--- config.mk ---
export PLATFORM = sky130hd
export DESIGN_NAME = req_arbiter3
export DESIGN_NICKNAME = d
export VERILOG_FILES = /design/src/rtl/req_arbiter3.sv
export SDC_FILE = /design/constraint.sdc
export NUM_CORES = 1
export LEC_CHECK = 0
export CORE_AREA = 2 2 39 41
export CTS_CLUSTER_DIAMETER = 200
export DETAILED_ROUTE_END_ITERATION = 8
export DIE_AREA = 0 0 41 43
export GPL_ROUTABILITY_DRIVEN = 0
export RECOVER_POWER = 25
export REMOVE_ABC_BUFFERS = 1
export SYNTH_ARGS = -nofsm -noshare
export SYNTH_HDL_FRONTEND = slang
export SYNTH_SLANG_ARGS = --single-unit
--- constraint.sdc ---
create_clock -name clk -period 3.35 [get_ports clk]
set_clock_uncertainty 0.05 [all_clocks]
set_input_delay 0.8375 -clock clk [delete_from_list [all_inputs] [get_ports clk]]
set_output_delay 0.8375 -clock clk [all_outputs]
set_load 0.005 [all_outputs]
--- src/rtl/req_arbiter3.sv ---
// rtl/req_arbiter3.sv - registered 3-requester arbiter with hold, release and timeout; optional ARB_ROUND_ROBIN_EN
module req_arbiter3 #(
    parameter int MAX_HOLD = 8,
    parameter int CNT_W    = 4
) (
    input  logic       clk,
    input  logic       rst,
    input  logic [2:0] req,
    input  logic       rel,       // current owner finished; only looked at while granting
    output logic [2:0] gnt,
    output logic [1:0] gnt_id,
    output logic       busy,
    output logic       timeout
);

    typedef enum logic {
        IDLE  = 1'b0,
        GRANT = 1'b1
    } state_t;

    localparam logic [CNT_W-1:0] HOLD_LAST = CNT_W'(MAX_HOLD - 1);

    state_t           state, state_nx;
    logic [CNT_W-1:0] cnt, cnt_nx;
    logic [2:0]       gnt_nx;
    logic [1:0]       gnt_id_nx;
    logic             busy_nx;
    logic             timeout_nx;
    logic [1:0]       win_id;
    logic             owner_req;

    function automatic logic [1:0] first_set(input logic [2:0] r);
        if (r[0])      return 2'd0;
        else if (r[1]) return 2'd1;
        else if (r[2]) return 2'd2;
        else           return 2'd3;
    endfunction

    function automatic logic [2:0] id_to_onehot(input logic [1:0] id);
        case (id)
            2'd0:    return 3'b001;
            2'd1:    return 3'b010;
            2'd2:    return 3'b100;
            default: return 3'b000;
        endcase
    endfunction

`ifdef ARB_ROUND_ROBIN_EN
    logic [1:0] last_id;
    logic [2:0] rot;
    logic [1:0] base;
    logic [1:0] rot_win;
    logic [2:0] win_sum;

    // rotate the request vector so the search starts just after the last owner
    always_comb begin
        rot  = req;
        base = 2'd0;
        case (last_id)
            2'd0: begin
                rot  = {req[0], req[2], req[1]};
                base = 2'd1;
            end
            2'd1: begin
                rot  = {req[1], req[0], req[2]};
                base = 2'd2;
            end
            default: begin
                rot  = req;
                base = 2'd0;
            end
        endcase
        rot_win = first_set(rot);
        win_sum = {1'b0, rot_win} + {1'b0, base};
        if (rot_win == 2'd3)
            win_id = 2'd3;
        else if (win_sum >= 3'd3)
            win_id = 2'(win_sum - 3'd3);
        else
            win_id = win_sum[1:0];
    end

    // remember who was granted most recently
    always_ff @(posedge clk) begin
        if (rst)
            last_id <= 2'b10;
        else if (state == IDLE && req != 3'b000)
            last_id <= win_id;
    end
`else
    // fixed priority: requester 0 highest
    always_comb begin
        win_id = first_set(req);
    end
`endif

    assign owner_req = |(req & gnt);

    // next state and next registered outputs
    always_comb begin
        state_nx   = IDLE;
        cnt_nx     = '0;
        gnt_nx     = 3'b000;
        gnt_id_nx  = 2'b11;
        busy_nx    = 1'b0;
        timeout_nx = 1'b0;
        case (state)
            IDLE: begin
                if (req != 3'b000) begin
                    state_nx  = GRANT;
                    gnt_nx    = id_to_onehot(win_id);
                    gnt_id_nx = win_id;
                    busy_nx   = 1'b1;
                end
            end
            GRANT: begin
                if (rel || !owner_req) begin
                    state_nx = IDLE;
                end else if (cnt == HOLD_LAST) begin
                    timeout_nx = 1'b1;
                end else begin
                    state_nx  = GRANT;
                    cnt_nx    = cnt + 1'b1;
                    gnt_nx    = gnt;
                    gnt_id_nx = gnt_id;
                    busy_nx   = 1'b1;
                end
            end
            default: begin
                state_nx = IDLE;
            end
        endcase
    end

    // state, hold counter and output registers
    always_ff @(posedge clk) begin
        if (rst) begin
            state   <= IDLE;
            cnt     <= '0;
            gnt     <= 3'b000;
            gnt_id  <= 2'b11;
            busy    <= 1'b0;
            timeout <= 1'b0;
        end else begin
            state   <= state_nx;
            cnt     <= cnt_nx;
            gnt     <= gnt_nx;
            gnt_id  <= gnt_id_nx;
            busy    <= busy_nx;
            timeout <= timeout_nx;
        end
    end

endmodule

==> key figures <==
Global route
  • Largest net degree at the start of global routing: 7
  • Number of global-route vias before repair: 314
  • GRT Overall Usage: 11.3%
  • Grt total ovfl: 0
  • Initial antenna violation count: 0
  • Global-route wire length before repair: around 1300 µm

Setup path
  • Critical Path End Type: register
  • Worst path max stage delay: 0.63 ns
  • Critical Path Fanout Max: 5
  • Worst R2R End: gnt_id[1]
  • Crit Path Category: primary input to register
  • Reg2reg setup slack: between 1.5 and 2 ns
  • CP startpoint kind: primary input
  • Worst reg-to-reg path cell count: 4
  • Worst-path cell chain: clkdlybuf4s50_1, a222oi_1, nor3_2, a22o_1
  • Critical Path Slowest Stage Cell: a222oi_1
  • Critical R2R Launch: cnt[0]
  • Worst endpoint required time: 3.46 ns
  • Crit path DAT: ~2.3 ns

Layout
  • Final-layout fill cell count: 132
  • Final Util: 42.3%
  • Area Growth Syn to Fin: 39.7%
  • Share of cells above drive strength 1: 15.1%
  • Final Cell Area: between 500 and 600 µm²
  • Post-layout nets: 61
  • Antenna fix cells: 0

STA
  • Max Slew Vio Count: 0
  • Setup violations, final: 0
  • Setup TNS: 0 ns
  • Hold Violations, Final: 0
  • Worst Max-Slew Pin Slew: a little over 0.6 ns
  • Fmax: 449 MHz
  • Min Clock Period, post-route: 2.23 ns
  • Post-route setup slack: 1.12 ns
  • RSZ-0062 raised after global routing: false
  • Slew HR: 59.2%
  • Fin crit share: 66.5%

Min path
  • Hold path startpoint: cnt[0]
  • Hold EP: cnt[0]
  • WHS Path Cells: 1
  • Min-Delay Path Class: register to register

CTS
  • Root Driver: clkbuf_4
  • Clk slew on worst S/H paths: 0.07 ns
  • TritonCTS clock tree: yes
  • # resized after CTS: 0
  • Clock sink count: 11
  • Post-CTS setup repair buffer count: 0
  • Worst-Skew Late Latency: 0.26 ns
  • H-Tree Depth: 1
  • Max Buffers Root-to-Sink: 2
  • Hold Buf Count CTS: 0
  • TritonCTS Buffers: 3

Detailed routing
  • Initial DRC Count: 5
  • Detail Route Antenna Nets: 0
  • Routed length on met2: 309 µm
  • DR vias: 335
  • Iteration count of the initial detailed-routing pass: 4
  • WL met3: 29 µm
  • Vias/cell: 4.86
  • Met1 Routed Length: around 380 µm
  • WL final: around 740 µm
  • Drt drc: 0
  • Wire length per cell: 10.7 µm
  • Highest metal layer with signal wires: met4

Synth
  • Synth Register Bits: 11
  • Synth top area share: 52.5%
  • Syn Area/Cell: 11.3 µm²
  • Synthesized netlist cell count: 37
  • Area leader, netlist: dfxtp_1
  • Seq/Total Area, Yosys: 52.5%
  • Post-synth top flop: dfxtp_1
  • Top cells by count, synth: dfxtp_1 (11), nor2_1 (4), a32o_1 (2), inv_1 (2)
  • Post-Syn Area: 419 µm²
  • Post-synth EDFFs: 0
  • Netlist cell types: 22
  • Most common cell in the netlist: dfxtp_1
  • FFs w/ async S/R, synth: 0%
  • YS warnings: 0
  • Synth top area cells: dfxtp_1 (53%), a32o_1 (4.8%), a2bb2oi_2 (3.6%), nor2_1 (3.6%), ha_1 (3.0%)

Power
  • Sequential group share of total power: 54.3%
  • Combinational share of power: 11.1%
  • Leakage power: 0.228 nW
  • Peak VDD IR: 0.000246 V
  • Pwr/cell area: 436 nW/µm²
  • Clock Power Share: 34.6%
  • Switching Fraction: 21.9%
  • Internal power: 0.200 mW
  • P_sw: between 0.05 and 0.06 mW

Floorplanning
  • Die W: 41 µm
  • Initial Utilization: between 30 and 40%
  • Die Span Y: 43 µm
  • DIE AREA: 1760 µm²
  • # IOs: 13
  • Row count: 14
  • Core region area: 1380 µm²

Placement
  • Hpwl dp: just under 600 µm
  • Placed instance area: 559 µm²
  • I/O Buffers: 12
  • DP Worst Slack: between 0.8 and 0.9 ns

Outcome
  • Outcome: complete, no violations

Flow run
  • # Max-Cap Violations: 0
==> sequential cells by signal, indices dropped and copies added, names as in the netlist <==
register / count
gnt: 3
state: 1
timeout: 1
gnt_id: 2
cnt: 4
==> cells by family (layout without fill, tap and decap cells) <==
| kind of cell | Yosys count | after routing | synth area share [%] |
|---|---|---|---|
| AOI/OAI and AO/OA | 8 | 8 | 18.5 |
| xor gates and xnor gates | 2 | 2 | 4.18 |
| adders and majority gates | 1 | 1 | 2.98 |
| buffers and inverters | 2 | 18 | 1.79 |
| DFF | 11 | 11 | 52.5 |
| and+or+nand+nor | 13 | 13 | 20.0 |
==> worst max path at each step <==
stage,from,endpoint,slack (ns)
after floorplan,rel,gnt_id[1],1.40
after global placement,req[0],gnt[0],0.89
after detailed placement,req[0],gnt[0],0.85
after CTS,req[0],gnt[0],1.13
after global routing,req[0],gnt[0],1.01
final,req[0],gnt[0],1.12
==> layout make-up <==
class                   count  area, µm²  area share (%)
clock buffers               4       26.3            4.49
inverters                   2       7.51            1.28
multi-input cells          24        191            32.7
flip-flops and latches     11        220            37.6
well taps                  16       20.0            3.42
repair buffers             12        120            20.5
==> critical path, delay by kind of cell <==
family	cells	cell delay, ns
compound gates	2	0.88
simple gates	1	0.15
buf+inv	1	0.47
==> per-stage QoR <==
stage	instances	total power, mW	hold slack (ns)
2_1_floorplan	37	0.153	0.368
3_3_place_gp	65	0.171	0.383
3_5_place_dp	65	0.171	0.389
4_1_cts	69	0.262	0.407
5_1_grt	69	0.269	0.435
6_report	69	0.255	0.402
==> layout by cell type (no fill, tap or decap), types with 2 or more instances in the layout <==
master / netlist / layout
dfxtp_1: 11 / 11
clkdlybuf4s50_1: 0 / 8
nor2_1: 4 / 4
dlygate4sd3_1: 0 / 4
clkbuf_4: 0 / 3
inv_1: 2 / 2
a32o_1: 2 / 2
==> per-layer routing <==
metal  vias to the layer above  GRT usage, %
met4                         0          8.00
met5                         -             0
met2                        11          13.1
met1                       151          17.0
met3                         2          3.14
li1                        171             -
==> power groups by stage <==
| stage | clock network [mW] | registers (mW) | logic, mW |
|---|---|---|---|
| 2_1_floorplan | 0 | 0.142 | 0.0108 |
| 3_3_place_gp | 0 | 0.142 | 0.0292 |
| 3_5_place_dp | 0 | 0.142 | 0.0294 |
| 4_1_cts | 0.0932 | 0.139 | 0.0295 |
| 5_1_grt | 0.0986 | 0.140 | 0.0310 |
| 6_report | 0.0884 | 0.139 | 0.0283 |
Note: power is estimated with default switching activity, not from simulation.
